File: src/rtl/prio_arb_enc.sv
// Registered N-way priority encoder / arbiter with fixed-priority or round-robin
// selection, presenting a sticky grant that is released by a valid/ack handshake.
//
// Handshake: a grant is offered while gnt_valid = 1 and completes on the edge where
// gnt_ack = 1; gnt_ack is ignored while gnt_valid = 0. The grant is held unchanged
// until that completing edge.
module prio_arb_enc #(
    parameter int N    = 8,
    parameter int IDXW = 3
) (
    input  logic            clk,
    input  logic            rst,
    input  logic [N-1:0]    req,
    input  logic            mode,
    input  logic            gnt_ack,
    output logic            gnt_valid,
    output logic [IDXW-1:0] gnt_idx,
    output logic [N-1:0]    gnt_onehot,
    output logic [IDXW-1:0] ptr
);

    localparam logic            S_IDLE  = 1'b0;
    localparam logic            S_GRANT = 1'b1;
    localparam logic [IDXW-1:0] PTR_RST = IDXW'(N - 1);
    localparam logic [N-1:0]    ONE     = {{(N-1){1'b0}}, 1'b1};

    logic            state;
    logic [IDXW-1:0] ptr_next;
    logic [IDXW-1:0] arb_ptr;
    logic [IDXW-1:0] win;
    logic [N-1:0]    win_onehot;

    // Scan candidates in priority order; the first requesting index wins.
    function automatic logic [IDXW-1:0] arbitrate(
        input logic [N-1:0]    r,
        input logic [IDXW-1:0] p,
        input logic            m
    );
        logic [IDXW-1:0] sel;
        logic [IDXW-1:0] cand;
        logic            found;
        int              j;
        sel   = '0;
        found = 1'b0;
        for (int k = 0; k < N; k++) begin
            if (m) begin
                j = int'(p) - k;
                if (j < 0) j = j + N;
            end else begin
                j = N - 1 - k;
            end
            cand = IDXW'(j);
            if (!found && r[cand]) begin
                sel   = cand;
                found = 1'b1;
            end
        end
        return sel;
    endfunction

    // In GRANT the only arbitration instant is the ack cycle, which uses the
    // pointer as it will be after this grant is served.
    always_comb begin
        ptr_next = ptr;
        if (mode) begin
            ptr_next = (gnt_idx == '0) ? PTR_RST : gnt_idx - IDXW'(1);
        end
        arb_ptr    = (state == S_GRANT) ? ptr_next : ptr;
        win        = arbitrate(req, arb_ptr, mode);
        win_onehot = ONE << win;
    end

    always_ff @(posedge clk) begin
        if (rst) begin
            state      <= S_IDLE;
            gnt_valid  <= 1'b0;
            gnt_idx    <= '0;
            gnt_onehot <= '0;
            ptr        <= PTR_RST;
        end else begin
            case (state)
                S_IDLE: begin
                    if (req != '0) begin
                        state      <= S_GRANT;
                        gnt_valid  <= 1'b1;
                        gnt_idx    <= win;
                        gnt_onehot <= win_onehot;
                    end else begin
                        gnt_valid  <= 1'b0;
                        gnt_onehot <= '0;
                    end
                end
                S_GRANT: begin
                    if (gnt_ack) begin
                        ptr <= ptr_next;
                        if (req != '0) begin
                            gnt_idx    <= win;
                            gnt_onehot <= win_onehot;
                        end else begin
                            state      <= S_IDLE;
                            gnt_valid  <= 1'b0;
                            gnt_onehot <= '0;
                        end
                    end
                end
                default: begin
                    state      <= S_IDLE;
                    gnt_valid  <= 1'b0;
                    gnt_onehot <= '0;
                end
            endcase
        end
    end

endmodule

File: config.mk
export PLATFORM = sky130hd
export DESIGN_NAME = prio_arb_enc
export DESIGN_NICKNAME = d
export VERILOG_FILES = /design/src/rtl/prio_arb_enc.sv
export SDC_FILE = /design/constraint.sdc
export NUM_CORES = 1
export LEC_CHECK = 0
export CAP_MARGIN = 10
export CELL_PAD_IN_SITES_DETAIL_PLACEMENT = 1
export CELL_PAD_IN_SITES_GLOBAL_PLACEMENT = 2
export CORE_UTILIZATION = 35
export CTS_BUF_LIST = sky130_fd_sc_hd__clkbuf_2
export CTS_CLUSTER_DIAMETER = 30
export DETAILED_ROUTE_END_ITERATION = 7
export PLACE_DENSITY = 0.93
export SYNTH_ARGS = -nofsm -noshare
export SYNTH_HDL_FRONTEND = slang
export SYNTH_SLANG_ARGS = --single-unit
File: constraint.sdc
create_clock -name clk -period 6.9 [get_ports clk]
set_input_delay 1.035 -clock clk [delete_from_list [all_inputs] [get_ports clk]]
set_output_delay 1.035 -clock clk [all_outputs]
set_load 0.03 [all_outputs]
After elaboration in Yosys (flattened, before gate mapping)
Cells that the tools add are included.
- bits in registers: 16
- bits in latches: 0
- bits in writable memories: 0
- bits in read-only memories: 0
- input bits: 12
- word-level logic and storage cells: 121
- memories kept: 0
- $add $sub $neg: 16
- multiply operators: 0
- divide/modulo/power cells: 0
- order comparisons: 16
- eq/ne operators: 2
- shift operators: 1
- muxes and demuxes: 62
- bitwise operators: 1
- reduce and logical (&&, ||, !) cells: 18
- operator list (cell ; number):
    $mux W3 ; 29
    $lt A3 B4 Y1 const B ; 8
    $lt A4 B1 Y1 const B ; 7
    $add A3 B1 Y3 const B ; 8
    $bmux W1 S3 ; 8
    $mux W1 ; 19
    $mux W8 ; 2
    $pmux W8 S2 ; 1
    $sub A3 B3 Y4 const B ; 4
    $reduce_bool A8 Y1 ; 1
    $shl A1 B3 Y8 const A ; 1
    $sub A3 B2 Y4 const B ; 2
    $logic_and A1 B1 Y1 ; 7
    $logic_not A1 Y1 ; 7
    $pmux W3 S2 ; 1
    $ne A2 B2 Y1 const B ; 2
    $pmux W1 S2 ; 2
    $reduce_and A2 Y1 ; 2
    $sub A3 B1 Y4 const B ; 1
    $logic_not A3 Y1 ; 1
    $lt A3 B1 Y1 const B ; 1
    $sub A3 B1 Y3 const B ; 1
    $not A1 Y1 ; 1

Logic depth before layout (Yosys ltp)
Gate-level depths: netlist of run 1.
- depth in word-level cells: 35
- depth in mapped cells: 16

Worst setup path after synthesis of run 1
Ideal clock, no wire load.
- path kind: input port to flip-flop
- start point: input port mode
- end point: register gnt_onehot[1]
- arrival time: 4117 ps
- path slack: 2695 ps
- stages: 15
- path buffers: 3
- path through: buf_6 clkbuf_1 and2_1 o21ai_0 ha_1 and2_1 buf_6 mux2i_1 nor3b_1 a211oi_1 or2_4 nor4b_4 nand3b_1 a211o_1 o31ai_1
- longest elaborated chain between the ends: 33
- elaborated cells on any way between the ends: 90
- classes of those cells: add/sub (15); order compare (8); shift (1); mux (52); reduce/logical (14)
- ends and longest elaborated chain (item ; RTL line ; text):
    start: declaration ; 14 ; input logic mode,
    parallel branches: the longest is 28 deep, another holds $sub A3 B1 Y4 ; - ;
    $mux W3 * ; 53 ; if (!found && r[cand]) begin
    $shl A1 B3 Y8 * ; 70 ; win_onehot = ONE << win;
    $mux W8 * ; 83, 96 ;
    $mux W8 ; 94 ; if (gnt_ack) begin
    $pmux W8 S2 * ; 81 ; case (state)
    end signal: assignment ; 87 ; gnt_onehot <= win_onehot;
    end signal: assignment ; 98 ; gnt_onehot <= win_onehot;
    end: declaration ; 18 ; output logic [N-1:0] gnt_onehot,
Every way passes the cells marked *. The select of a mux whose other input is x is not followed.
A chain may end at the register's enable or synchronous reset.

Worst setup path in the final report of run 1
- start point: input port mode
- end point: register gnt_onehot[0]
Same word-level chain as after synthesis.

==> flow_metrics.py, run 1 <==
metrics = {
    "final_layout": {
        "final_core_util_pct": 41.9,
        "final_nets": 275,
        "drive_gt1_share_pct": 9.30,
        "area_growth_pct": 15.4,
        "post_layout_nonfiller_instances": 328,
        "diodes": 0,
    },
    "synthesis": {
        "syn_nets": 255,
        "post-synth-top-count-cell": "nand2_1",
        "yosysWarnings": 0,
        "ys_async_sr_fraction_pct": 0,
        "synth_ff_type": "dfxtp_1",
        "synth_compound_area_share_pct": 36.2,
        "synth_area_leader_cell": "dfxtp_1",
        "yosysSeqAreaShare_pct": 17.3,
        "ys_ff_latch": 16,
        "synthDistinctLibCells": 60,
        "synth_commonest_cells": "30 x nand2_1, 18 x a21oi_1, 16 x dfxtp_1, 15 x mux2i_1, 14 x nor2_1",
        "syn_area_per_cell_sq_um": 7.76,
        "synth_simple_gate_area_share_pct": 28.3,
        "synth_top_area_share_pct": 17.3,
        "synth_edf_count": 0,
        "synth.area.mux_share_pct": 9.31,
        "synth_adder_area_share_pct": 2.70,
        "synth-xor-area-share_pct": 0,
        "synthTopCellsByArea": "dfxtp_1 17%, mux2i_1 8.1%, nand2_1 6.1%, a211o_1 5.2%, a21oi_1 4.9%",
        "synth_area_sq_um": 1860,
        "syn_inst": 239,
        "synth_top_family_by_area": "compound AO/OA/AOI/OAI gates",
    },
    "global_route": {
        "grt_pass1_wl_mm": 9.60,
        "antenna_found_initial": 0,
        "track_usage_pct": 22.4,
        "gr-total-overflow": 0,
        "grt_max_degree": 22,
        "grt_pass1_vias": 1971,
    },
    "routing": {
        "drc": 0,
        "dr.pass1.iters": 4,
        "dr_total_vias": 1927,
        "topRoutingLayerUsed": "met4",
        "drtIter0Drc": 58,
        "wl_met2_mm": 2.53,
        "drt_wl_total_mm": 5.72,
        "vias_per_cell": 5.88,
        "routed-wl-met3_microns": 208,
        "wire_per_inst_microns": 17.4,
        "drtAntennaViolNets": 0,
        "met1_length_mm": 2.81,
    },
    "critical_path": {
        "cp.required_ps": 7130,
        "arrival_ps": 5370,
        "cp_slowest_stage_delay_ps": 790,
        "worstSetupEndpointType": "flip-flop",
        "r2r_cells": 15,
        "cp-start-kind": "input port",
        "crit_start": "mode",
        "slowest_stage": "clkdlybuf4s50_1",
        "rr_endpoint": "gnt_onehot[0]",
        "crit_chain": "clkdlybuf4s50_1, nand4b_1, o21ai_0, ha_1, and2_1, mux2i_1, nor3b_1, a211oi_1, or2_4, nor4b_4, nand3b_1, a211o_1, o31ai_1",
        "r2r_slack_ps": 2540,
        "path_max_fanout": 21,
        "setup.worst_path.end": "gnt_onehot[0]",
        "path_class": "in2reg",
        "r2r_start": "gnt_idx[0]",
    },
    "sta": {
        "setup_viol": 0,
        "hold_ws_ps": 473,
        "tns_ps": 0,
        "tightest_slew_ps": 718,
        "final_hold_viol_count": 0,
        "slew_headroom_pct": 52.0,
        "finalCriticalPeriod_ps": 5140,
        "clock_skew_ps": 10.4,
        "fmax_ghz": 0.194,
        "drv_slew": 0,
        "min_period_over_period_pct": 74.5,
        "grt_setup_unrepaired": "false",
    },
    "die": {
        "io_pins": 27,
        "core_sq_um": 5110,
        "initial_utilization_pct": 36.3,
        "fp.dieH_microns": 74.8,
        "dieArea_sq_um": 5600,
        "rows": 26,
        "die_x_microns": 74.8,
    },
    "clock_tree": {
        "h-tree-depth": 1,
        "path_clk_slew_ps": 160,
        "ctsResizeCount": 0,
        "hold_buffers": 0,
        "cts_num_sinks": 16,
        "clockBufferDepth": 2,
        "post_cts_buffers": 0,
        "cts_tree": "built",
        "numCtsBuffers": 3,
        "clockRootBuffer": "clkbuf_2",
        "clock_latency_ps": 300,
    },
    "placed_design": {
        "globalplace.congestion": 0.823,
        "dpl.hpwl_mm": 4.49,
        "port_buffers": 26,
        "dp_cells": 324,
    },
    "power_and_ir_drop": {
        "clkPwrFrac_pct": 7.9,
        "p_per_area_nw_per_um2": 252,
        "fin_total_pwr_uw": 540,
        "combinationalPowerShare_pct": 70.1,
        "switching_share_pct": 50.1,
        "power.leakage_uw": 0.000831,
        "power.switching_uw": 271,
        "p_int_uw": 269,
        "ir_drop_mv": 0.119,
        "sequentialPowerShare_pct": 22.0,
    },
    "run": {
        "drv_cap": 0,
    },
    "worst_hold_path": {
        "hp-class": "reg2reg",
    },
    "run_status": {
        "status": "completed",
    },
}
## area by class of cell
class,instances,area [sq um]
sequential,16,320
clock buffer,3,15.0
clock inverter,1,3.75
tap,70,87.6
inverter,9,33.8
fill,645,2970
timing repair buffer,26,260
multi-input combinational,203,1420
## through the flow
stage	instance area, sq um	setup WS [ps]
2_1_floorplan	1860	2700
3_3_place_gp	2120	1600
3_5_place_dp	2120	1470
4_1_cts	2140	1790
5_1_grt	2140	1430
6_report	2140	1760
## critical path, delay by kind of cell
kind / cells / cell delay, ps
adder cells (fa/ha/maj): 1 / 420
buffers and inverters: 1 / 790
multiplexers: 1 / 370
AO/OA/AOI/OAI: 4 / 860
AND/OR/NAND/NOR: 6 / 1890
## flip-flops by register name (all words and copies together) (netlist names)
signal,flops
gnt_onehot,8
gnt_idx,3
ptr,3
gnt_valid,1
state,1
## placed cells by master, fill, tap and decap left out, drive strengths merged, types with 6 or more instances in the layout
cell type and n:
and2 6, o21ai 14, nand3 7, clkdlybuf4s50 26
nor2 16, a21oi 18, nor3 7, a211o 11
o31ai 10, inv 9, nand2 31, a211oi 11
mux2i 15, dfxtp 16
## how the worst min path moves through the flow
stage | from | endpoint | slack [ps] | cells past startpoint
6_report | gnt_onehot[7] | gnt_onehot[7] | 470 | 2
5_1_grt | gnt_onehot[6] | gnt_onehot[6] | 500 | 2
4_1_cts | gnt_onehot[7] | gnt_onehot[7] | 480 | 2
3_5_place_dp | gnt_onehot[0] | gnt_onehot[0] | 450 | 2
3_3_place_gp | gnt_onehot[5] | gnt_onehot[5] | 440 | 2
2_1_floorplan | gnt_onehot[0] | gnt_onehot[0] | 580 | 2
## power by group through the flow
stage | Sequential [uW] | Combinational (uW) | Clock (uW)
6_report | 119 | 379 | 42.6
2_1_floorplan | 147 | 257 | 0
5_1_grt | 122 | 413 | 49.8
4_1_cts | 119 | 377 | 45.4
3_3_place_gp | 121 | 373 | 0
3_5_place_dp | 121 | 375 | 0
## per-layer routing
layer  global-route usage (%)  vias up
met5                        0        -
met4                     10.1        0
met3                     1.74       13
met2                     35.9       43
met1                     30.7      923
li1                         -      948
## cell families (layout without fill, tap and decap cells)
kind of cell               count (synthesis)  count (layout)
adders and majority gates                  4               4
muxes                                     17              17
and+or+nand+nor                           92              92
AOI/OAI and AO/OA                         90              90
buffers and inverters                     20              39
DFF                                       16              16
No activity file was read; power rests on OpenSTA's default activity.
==> inputs of run 2 (changes only) <==
--- a/config.mk
+++ b/config.mk
@@ -8,11 +8,11 @@
 export CAP_MARGIN = 10
 export CELL_PAD_IN_SITES_DETAIL_PLACEMENT = 1
 export CELL_PAD_IN_SITES_GLOBAL_PLACEMENT = 2
-export CORE_UTILIZATION = 35
+export CORE_UTILIZATION = 30
 export CTS_BUF_LIST = sky130_fd_sc_hd__clkbuf_2
 export CTS_CLUSTER_DIAMETER = 30
 export DETAILED_ROUTE_END_ITERATION = 7
-export PLACE_DENSITY = 0.93
+export PLACE_DENSITY = 0.85
 export SYNTH_ARGS = -nofsm -noshare
 export SYNTH_HDL_FRONTEND = slang
 export SYNTH_SLANG_ARGS = --single-unit
==> constraint.sdc (replaced) <==
create_clock -name clk -period 4.5 [get_ports clk]
set_input_delay 0.675 -clock clk [delete_from_list [all_inputs] [get_ports clk]]
set_output_delay 0.675 -clock clk [all_outputs]
set_load 0.03 [all_outputs]
==> flow_metrics.py, run 2 (same netlist as run 1, synthesis figures left out) <==
metrics = {
    "clock_tree": {
        "cts_tree": "built",
        "hold_buffers": 0,
        "clockBufferDepth": 2,
        "clockRootBuffer": "clkbuf_2",
        "clock_latency_ps": 270,
        "numCtsBuffers": 3,
        "path_clk_slew_ps": 140,
        "cts_num_sinks": 16,
        "h-tree-depth": 1,
    },
    "critical_path": {
        "r2r_cells": 15,
        "cp-start-kind": "input port",
        "path_class": "in2reg",
        "worstSetupEndpointType": "flip-flop",
        "cp.required_ps": 4700,
        "path_max_fanout": 9,
        "arrival_ps": 4320,
    },
    "worst_hold_path": {
        "hp-class": "reg2reg",
        "min_path_cells": 2,
    },
    "power_and_ir_drop": {
        "clkPwrFrac_pct": 7.1,
        "combinationalPowerShare_pct": 71.0,
        "switching_share_pct": 49.9,
        "power.leakage_uw": 0.000857,
        "power.switching_uw": 418,
        "p_int_uw": 419,
        "ir_drop_mv": 0.205,
        "fin_total_pwr_uw": 837,
        "sequentialPowerShare_pct": 22.0,
        "p_per_area_nw_per_um2": 383,
    },
    "routing": {
        "drtAntennaViolNets": 0,
        "drtIter0Drc": 85,
        "drt_wl_total_mm": 5.95,
        "dr.pass1.iters": 4,
        "dr_total_vias": 1955,
        "vias_per_cell": 5.80,
        "drc": 0,
        "wire_per_inst_microns": 17.7,
    },
    "global_route": {
        "grt_max_degree": 17,
        "grt_pass1_vias": 1994,
        "gr-total-overflow": 0,
        "grt_pass1_wl_mm": 9.76,
        "track_usage_pct": 19.2,
        "antenna_found_initial": 0,
    },
    "final_layout": {
        "post_layout_nonfiller_instances": 337,
        "final_nets": 280,
        "final_common_cell": "nand2_1",
        "area_growth_pct": 17.9,
        "largest_reg_flops": 8,
        "top_regs": "gnt_onehot x8, gnt_idx x3, ptr x3",
        "nFillCells": 759,
        "drive_gt1_share_pct": 11.5,
        "final_cell_mix": "30 x nand2_1, 26 x clkdlybuf4s50_1, 18 x a21oi_1",
        "largest_register": "gnt_onehot",
        "diodes": 0,
    },
    "placed_design": {
        "dpl.hpwl_mm": 4.71,
        "port_buffers": 26,
        "globalplace.congestion": 0.874,
        "dp_cells": 334,
    },
    "die": {
        "die_x_microns": 80.6,
        "initial_utilization_pct": 31.2,
        "rows": 28,
        "io_pins": 27,
        "dieArea_sq_um": 6500,
        "core_sq_um": 5960,
        "fp.dieH_microns": 80.6,
    },
    "sta": {
        "drv_slew": 0,
        "min_period_over_period_pct": 91.7,
        "hold_ws_ps": 474,
        "fmax_ghz": 0.242,
        "slew_headroom_pct": 59.4,
        "setup_viol": 0,
        "clock_skew_ps": 4.14,
        "tightest_slew_ps": 603,
        "finalCriticalPeriod_ps": 4130,
        "final_hold_viol_count": 0,
        "grt_setup_unrepaired": "false",
        "tns_ps": 0,
    },
    "run_status": {
        "status": "completed",
    },
    "run": {
        "drv_cap": 0,
    },
}
==> run 2: final timing paths <==
| kind | start | to | slack [ps] |
|---|---|---|---|
| min | gnt_onehot[5] | gnt_onehot[5] | 470 |
| max | mode | gnt_onehot[1] | 370 |
| min reg2reg | gnt_onehot[5] | gnt_onehot[5] | 470 |
| max reg2reg | gnt_idx[0] | gnt_onehot[1] | 500 |
==> run 2: power groups by stage <==
stage	logic (uW)	registers, uW	clock network, uW
final	594	184	59.3
after global routing	649	187	70.9
after CTS	592	184	63.0
after detailed placement	589	187	0
after global placement	583	187	0
after floorplan	394	226	0
==> run 2: area by class of cell <==
| class | instances | area [sq um] | area share [%] |
|---|---|---|---|
| clock buffers | 3 | 15.0 | 0.686 |
| inverters | 9 | 33.8 | 1.54 |
| multi-input cells | 203 | 1430 | 65.2 |
| flip-flops and latches | 16 | 320 | 14.6 |
| well taps | 75 | 93.8 | 4.29 |
| repair buffers | 31 | 298 | 13.6 |
==> run 2: critical path, cell delays in order <==
cell             delay [ps]
clkdlybuf4s50_1         550
and2_1                  250
o21ai_0                 250
ha_1                    300
buf_4                   160
mux2_2                  290
nor4b_2                 350
a211oi_2                110
nor2_1                  250
nor4b_4                 350
nand3b_1                200
a211o_1                 380
o31ai_1                 200
==> run 2: metal layers <==
| layer | global-route usage, % | vias up | routed length, microns |
|---|---|---|---|
| met5 | 0 | - | 0 |
| met4 | 6.79 | 0 | 100 |
| met3 | 0.795 | 8 | 222 |
| met2 | 32.5 | 37 | 2710 |
| met1 | 25.8 | 947 | 2920 |
| li1 | - | 963 | - |
==> run 2: timing repair <==
action	CTS	global route
buffers inserted	0	0
gates resized for setup	0	2
endpoints found under the setup margin	0	7
==> run 2: per-stage QoR <==
step | worst slack (ps) | instance area, sq um | util [%]
floorplan | 610 | 1860 | -
global route | 71.2 | 2190 | 36.7
finish | 375 | 2190 | 36.7
detailed placement | -106 | 2170 | 36.4
global placement | -7.81 | 2170 | 36.4
CTS | 201 | 2180 | 36.6
==> inputs of run 3 (changes only) <==
--- a/config.mk
+++ b/config.mk
@@ -16,3 +16,4 @@
 export SYNTH_ARGS = -nofsm -noshare
 export SYNTH_HDL_FRONTEND = slang
 export SYNTH_SLANG_ARGS = --single-unit
+export TNS_END_PERCENT = 100
==> results of run 3 <==
No change in the layout: final DEF, timing and power equal those of run 2.
